**src/rtl/wire_pipe.sv**
```systemverilog
// Valid-tagged delay line with stall/flush control, occupancy tracking,
// a fill-state FSM and a saturating count of data changes between accepted beats.
module wire_pipe #(
    parameter int WIDTH = 1,
    parameter int DEPTH = 4
) (
    input  logic             clk,
    input  logic             rst_n,
    input  logic [WIDTH-1:0] A,
    input  logic             a_valid,
    input  logic             stall,
    input  logic             flush,
    output logic [WIDTH-1:0] B,
    output logic             b_valid,
    output logic [WIDTH-1:0] C,
    output logic             c_valid,
    output logic [4:0]       occupancy,
    output logic [1:0]       state,
    output logic [15:0]      chg_count
);

    typedef enum logic [1:0] {
        EMPTY   = 2'd0,
        FILLING = 2'd1,
        FULL    = 2'd2
    } state_t;

    logic [DEPTH-1:0] vld_p;
    logic [WIDTH-1:0] dat_p [DEPTH];
    logic [DEPTH-1:0] vld_d;
    logic [WIDTH-1:0] dat_d [DEPTH];

    logic [4:0]       occ_q;
    logic [4:0]       occ_d;
    state_t           state_q;
    state_t           state_d;

    logic [15:0]      chg_q;
    logic [WIDTH-1:0] last_q;
    logic             first_q;
    logic             accept;

    function automatic logic [4:0] count_valid(input logic [DEPTH-1:0] v);
        logic [4:0] cnt;
        cnt = '0;
        for (int i = 0; i < DEPTH; i++) begin
            cnt = cnt + 5'(v[i]);
        end
        return cnt;
    endfunction

    function automatic logic [15:0] sat_inc(input logic [15:0] c);
        return (c == 16'hFFFF) ? c : c + 16'd1;
    endfunction

    assign accept = a_valid & ~stall & ~flush;

    // Next-stage contents: flush wins, stall holds, otherwise shift one stage
    always_comb begin
        vld_d = vld_p;
        dat_d = dat_p;
        if (flush) begin
            vld_d = '0;
            for (int k = 0; k < DEPTH; k++) begin
                dat_d[k] = '0;
            end
        end else if (!stall) begin
            vld_d[0] = a_valid;
            dat_d[0] = a_valid ? A : '0;
            for (int k = 1; k < DEPTH; k++) begin
                vld_d[k] = vld_p[k-1];
                dat_d[k] = dat_p[k-1];
            end
        end
    end

    // Occupancy and fill state are registered from the next-stage valid bits
    always_comb begin
        occ_d   = count_valid(vld_d);
        state_d = FILLING;
        if (occ_d == 5'd0) begin
            state_d = EMPTY;
        end else if (occ_d == 5'(DEPTH)) begin
            state_d = FULL;
        end
    end

    always_ff @(posedge clk or negedge rst_n) begin
        if (!rst_n) begin
            vld_p   <= '0;
            for (int k = 0; k < DEPTH; k++) begin
                dat_p[k] <= '0;
            end
            occ_q   <= '0;
            state_q <= EMPTY;
        end else begin
            vld_p   <= vld_d;
            dat_p   <= dat_d;
            occ_q   <= occ_d;
            state_q <= state_d;
        end
    end

    // Change counter survives flush; the first beat after reset only seeds last_q
    always_ff @(posedge clk or negedge rst_n) begin
        if (!rst_n) begin
            chg_q   <= '0;
            last_q  <= '0;
            first_q <= 1'b1;
        end else if (accept) begin
            last_q <= A;
            if (first_q) begin
                first_q <= 1'b0;
            end else if (A != last_q) begin
                chg_q <= sat_inc(chg_q);
            end
        end
    end

    assign B         = dat_p[0];
    assign b_valid   = vld_p[0];
    assign C         = dat_p[DEPTH-1];
    assign c_valid   = vld_p[DEPTH-1];
    assign occupancy = occ_q;
    assign state     = state_q;
    assign chg_count = chg_q;

endmodule

```
**config.mk**
```make
export PLATFORM = sky130hd
export DESIGN_NAME = wire_pipe
export DESIGN_NICKNAME = d
export VERILOG_FILES = /design/src/rtl/wire_pipe.sv
export SDC_FILE = /design/constraint.sdc
export NUM_CORES = 1
export LEC_CHECK = 0
export CAP_MARGIN = 25
export CORE_MARGIN = 4
export CORE_UTILIZATION = 52
export CTS_BUF_LIST = sky130_fd_sc_hd__clkbuf_8
export CTS_CLUSTER_DIAMETER = 40
export CTS_CLUSTER_SIZE = 10
export DETAILED_ROUTE_END_ITERATION = 10
export PLACE_DENSITY = 0.82
export RECOVER_POWER = 100
export SLEW_MARGIN = 20
export SYNTH_ARGS = -nofsm -noshare
export SYNTH_HDL_FRONTEND = slang
export SYNTH_SLANG_ARGS = --single-unit
```
**constraint.sdc**
```tcl
create_clock -name clk -period 2.8 [get_ports clk]
set_input_delay 0.56 -clock clk [delete_from_list [all_inputs] [get_ports clk]]
set_output_delay 0.56 -clock clk [all_outputs]
set_load 0.03 [all_outputs]
```
======== Word level (Yosys, flattened, before mapping) ========
Index checks and enable logic that the tools add are counted.
operators by class
  div/mod/pow operators ................... 0
  $add $sub $neg .......................... 4
  reduce and logical (&&, ||, !) cells .... 2
  bitwise operators ....................... 6
  mux-type cells .......................... 7
  shift operators ......................... 0
  multipliers ............................. 0
  eq/ne operators ......................... 4
  $lt $le $gt $ge ......................... 0
operators by type and width
  operator                                                number
  adder 16 x 1 -> 16 bit (second input constant)          1
  equality test 16 bit (second input constant)            1
  two-way mux 4 bit                                       4
  logical NOT 5 bit                                       1
  adder 3 x 1 -> 4 bit                                    1
  equality test 4 x 3 -> 1 bit (second input constant)    1
  two-way mux 2 bit                                       2
  inverter 1 bit                                          4
  AND reduction 4 bit                                     1
  adder 2 x 1 -> 3 bit                                    1
  adder 1 x 1 -> 2 bit                                    1
  bitwise AND 1 bit                                       2
  inequality test 2 x 1 -> 1 bit (second input constant)  1
  two-way mux 1 bit                                       1
  inequality test 1 bit                                   1
word-level totals
  bits in writable memories ............... 0
  word-level logic and storage cells ...... 33
  latch bits .............................. 0
  bits in read-only memories .............. 0
  memories kept ........................... 0
  register bits after elaboration ......... 32

======== Logic depth before layout (Yosys ltp) ========
  depth in word-level cells ............... 8
  depth in mapped cells ................... 10
  depth with buffers taken out ............ 9

======== Worst setup path before layout ========
Ideal clock, no wire load.
  path kind ............................... input to register
  from .................................... in stall
  to ...................................... reg state_q[1] (netlist: state[1])
  path slack .............................. 0.226 ns
  buffers on the path ..................... 1
  stages .................................. 9
  data arrival time ....................... 2.503 ns
  cell sequence ........................... buf_2 -> mux2i_1 -> or2_2 -> fa_1 -> inv_1 -> ha_1 -> ha_1 -> or2_2 -> nor2_1
between the ends
  cells in the longest elaborated chain, start to end .. 8
  elaborated cells on any way between the ends .. 9
  those cells by class .................... add/sub (3); eq/ne (1); mux (4); reduce/logical (1)
ends and longest elaborated chain
  element                       line  text
  start, declared               11    input logic stall,
  two-way mux 4 bit *           67    end else if (!stall) begin
  two-way mux 4 bit *           62    if (flush) begin
  adder 1 x 1 -> 2 bit          47    cnt = cnt + 5'(v[i]);
  adder 2 x 1 -> 3 bit          47
  adder 3 x 1 -> 4 bit *        47
  named net occ_d[1]            34    logic [4:0] occ_d;
  equality test 4 x 3 -> 1 bit  83    end else if (occ_d == 5'(DEPTH)) begin
  two-way mux 2 bit             83
  two-way mux 2 bit *           81    if (occ_d == 5'd0) begin
  named net state_d[1]          36    state_t state_d;
  end signal, assigned          100   state_q <= state_d;
  end, declared                 35    state_t state_q;
Mark *: on every way through the listed nets, which the timed path passes. The rest lies on a longest branch.
A chain may end at the register's enable or synchronous reset.

======== Final worst setup path ========
  from .................................... in a_valid
  to ...................................... reg state_q[1] (netlist: state[1])
between the ends
  cells in the longest elaborated chain, start to end .. 8
  elaborated cells on any way between the ends .. 9
  those cells by class .................... add/sub (3); eq/ne (1); mux (4); reduce/logical (1)
ends and longest elaborated chain
  element                       line  text
  start, declared               10    input logic a_valid,
  two-way mux 4 bit *           67
  two-way mux 4 bit *           62
  named net vld_d[0]            30    logic [DEPTH-1:0] vld_d;
  adder 1 x 1 -> 2 bit *        47
  adder 2 x 1 -> 3 bit *        47
  adder 3 x 1 -> 4 bit *        47
  named net occ_d[1]            34
  equality test 4 x 3 -> 1 bit  83
  two-way mux 2 bit             83
  two-way mux 2 bit *           81
  named net state_d[1]          36
Marks and branches as above.

==> results.md <==
- Post-Syn Area per Cell: ~12 sq um
- Mapped Area: 1510 sq um
- CP peak stage delay: between 500 and 600 ps
- Gr ovfl total: 0
- Antenna Cells: 0
- Worst-Margin Slew: 1610 ps
- Required @ worst endpoint: between 3000 and 4000 ps
- Unique masters post-synth: 43
- Layout Skew: 3.81 ps
- Max Root-Sink Buffers: 2
- Tcrit/Tclk final: 92.7%
- Fin area: 1910 sq um
- Compound-cell area share of the yosys netlist: 4.31%
- Largest net degree at the start of global routing: 32
- RSZ-0062 raised after global routing: no
- Synth Area in Simple Gates: 22.1%
- CTS clk-pin slew, worst paths: 70 ps
- Die area: 3830 sq um
- HPWL after DPL: 2170 um
- # port buffers: 30
- Initial antenna violation count: 0
- Routed via count: 1069
- Int Power: approximately 0.00074 W
- Ports: 33
- Dpl ws: -276 ps
- Leakage Power: 0.986 nW
- Mux share of post-synthesis cell area: 6.22%
- Power per cell area: 568 nW/um^2
- Layout area overhead: 26.5%
- First-pass GRT wire length: ~4500 um
- Clock network power share: 30.7%
- Setup CP Type: in -> reg
- Final ANT Viol Nets: 0
- DIE WIDTH: 61.9 um
- CP max-delay cell: dlygate4sd3_1
- Clock latency on the worst-skew pair: 280 ps
- Setup violators final: 0
- Clock net sink count: 31
- Initial DRT Pass Iterations: 4
- Xor and xnor area share after synthesis: 8.04%
- Vias/cell: 5.35
- Layout net count: approximately 180
- Maxcap violations: 1
- Slew HR: -7.56%
- Register area share after synthesis: between 50% and 60%
- Final Slew Violations: 32
- Commonest non-fill, non-tap cells in the layout: dfrtp_1, dlygate4sd3_1, xor2_1
- Hold Path Class: reg -> reg
- Die Ht: 61.9 um
- Max Clk Rate: 385 MHz
- Sequential power share: between 40% and 50%
- # Post-CTS Setup Buffers: 0
- Combinational family with the most area after synthesis: simple AND/OR/NAND/NOR gates
- Vias in the first global route: 1055
- Crit-path cells: dlygate4sd3_1, nand2b_1, a21oi_1, inv_1, fa_1, inv_1, ha_1, ha_1, or2_2, nor2_1
- Share of layout cells above drive strength 1: 14.8%
- Hold Fails Final Rpt: 0
- Status: finished, violations left
- Synth Register Bits: 31
- Site row count: 19
- Residual DRC: 0
- Crit-path leading delay family: adder cells
- CTS tree: done
- GPL Wtd Cong: roughly 0.77
- Critical Path AT: roughly 2800 ps
- Failing checks: capacitance limit, slew limit
- Max FO, Critical Path: 2
- WL/cell: about 14 um
- CTS Buf Count: 5
- Root buffer cell: clkbuf_8
- Logic pwr share: between 20 and 25%
- # H-tree levels: 2
- Tmin final: 2590 ps
- Peak supply drop: 0.558 mV
- Most common cell after layout, fill and taps aside: dfrtp_1
- Switching part of the total: 31.5%
- Worst Setup End Kind: flop
- Initial Utilization: 54.7%
- Yosys warning count: 0
- Final WL: about 2900 um
- 1st-iter DRT viols: 27
- Crit path buffers/inverters: 3
- Post-Syn Instances: 129
- Gr usage total: 16.7%
- Post-place instance area: 1860 sq um
- Core ar.: 2760 sq um
- P_sw: 0.000341 W
- Startpoint types: primary input
- Synth Area in Adders: approximately 3.8%
- Fin worst setup slack: 205 ps
synth_stat cells:
| cell | instances | area [sq um] |
|---|---|---|
| xor2_1 | 11 | 96.3 |
| nand3b_1 | 1 | 7.51 |
| xnor2_1 | 1 | 8.76 |
| inv_1 | 7 | 26.3 |
| nand2_2 | 1 | 6.26 |
| mux2_1 | 2 | 22.5 |
| nor4_1 | 4 | 25.0 |
| and4b_1 | 1 | 10.0 |
| nor2_1 | 9 | 33.8 |
| buf_2 | 1 | 5.00 |
| nand4_1 | 4 | 25.0 |
| dfstp_2 | 1 | 26.3 |
| nor3_1 | 5 | 25.0 |
| nand3_2 | 2 | 20.0 |
| buf_6 | 1 | 11.3 |
| mux2i_1 | 6 | 60.1 |
| and4_2 | 1 | 10.0 |
| o21ai_0 | 1 | 5.00 |
| ha_1 | 3 | 37.5 |
| nand3_1 | 3 | 15.0 |
| xor2_2 | 1 | 16.3 |
| nor4_2 | 2 | 25.0 |
| nand2b_1 | 1 | 6.26 |
| a211oi_1 | 1 | 7.51 |
| a21oi_1 | 4 | 20.0 |
| nor3b_1 | 1 | 7.51 |
| nand2_1 | 6 | 22.5 |
| nor4_4 | 1 | 21.3 |
| a21oi_2 | 1 | 8.76 |
| or2_2 | 3 | 18.8 |
| and2_2 | 1 | 7.51 |
| a31oi_1 | 1 | 6.26 |
| o22a_2 | 1 | 10.0 |
| buf_4 | 2 | 15.0 |
| nor2b_1 | 1 | 6.26 |
| nor4b_4 | 1 | 23.8 |
| fa_1 | 1 | 20.0 |
| o211ai_1 | 1 | 7.51 |
| and4_1 | 1 | 8.76 |
| dfrtp_1 | 30 | 751 |
| conb_1 | 1 | 3.75 |
| and3_2 | 1 | 7.51 |
| mux2_2 | 1 | 11.3 |
registers in the layout, indices dropped and copies added, names as in the netlist, 2 cells and up:
register	flops
chg_count	16
dat_p	2
occupancy	3
state	2
vld_p	4
layer usage:
layer	GRT usage [%]	vias to the layer above	wire length, um
met5	0	-	0
met4	7.27	0	40
met3	5.58	6	149
met2	28.0	24	1450
met1	19.6	513	1230
li1	-	526	-
power by group through the flow:
stage	combinational, W	clock (W)	sequential [W]
CTS	0.000243	0.000344	0.000530
floorplan	0.0000745	0	0.000599
global placement	0.000237	0	0.000535
finish	0.000223	0.000333	0.000528
global route	0.000246	0.000364	0.000537
detailed placement	0.000243	0	0.000538
final cells by class:
cell class | count | area, sq um
well taps | 31 | 38.8
flip-flops and latches | 31 | 777
clock inverters | 3 | 15.0
inverters | 7 | 26.3
repair buffers | 35 | 324
fillers | 226 | 848
clock buffers | 5 | 68.8
multi-input cells | 88 | 659
path summary, 6_finish.rpt:
path	startpoint	to	slack [ps]	depth (start not counted)
min in group asynchronous	rst_n	chg_count[11]	1220	2
worst max-delay path	a_valid	state[1]	210	10
worst min register to register	chg_count[15]	chg_count[15]	490	1
max in group asynchronous	rst_n	dat_p[1]	650	2
worst min-delay path	chg_count[15]	chg_count[15]	490	1
worst max register to register	vld_p[0]	state[1]	570	8
repair_timing:
item,in CTS,in global routing
hold endpoints to repair,0,0
hold buffers,0,0
gates resized for setup,0,1
endpoints found under the setup margin,0,1
through the flow:
stage               total power [W]  setup TNS, ps  hold slack [ps]  util [%]  std cells
floorplan                  0.000674              0              264         -        130
global placement           0.000771           -340              481      67.4        192
detailed placement         0.000781           -505              493      67.4        192
CTS                         0.00112              0              499      70.4        200
global route                0.00115              0              519      69.2        200
finish                      0.00108              0              492      69.2        200
cell families after synthesis:
group | after synthesis
xor gates and xnor gates | 13
AOI/OAI and AO/OA | 10
and+or+nand+nor | 50
other | 1
buffers and inverters | 11
DFF | 31
muxes | 9
adders and majority gates | 4
(Power assumes the default switching activity.)
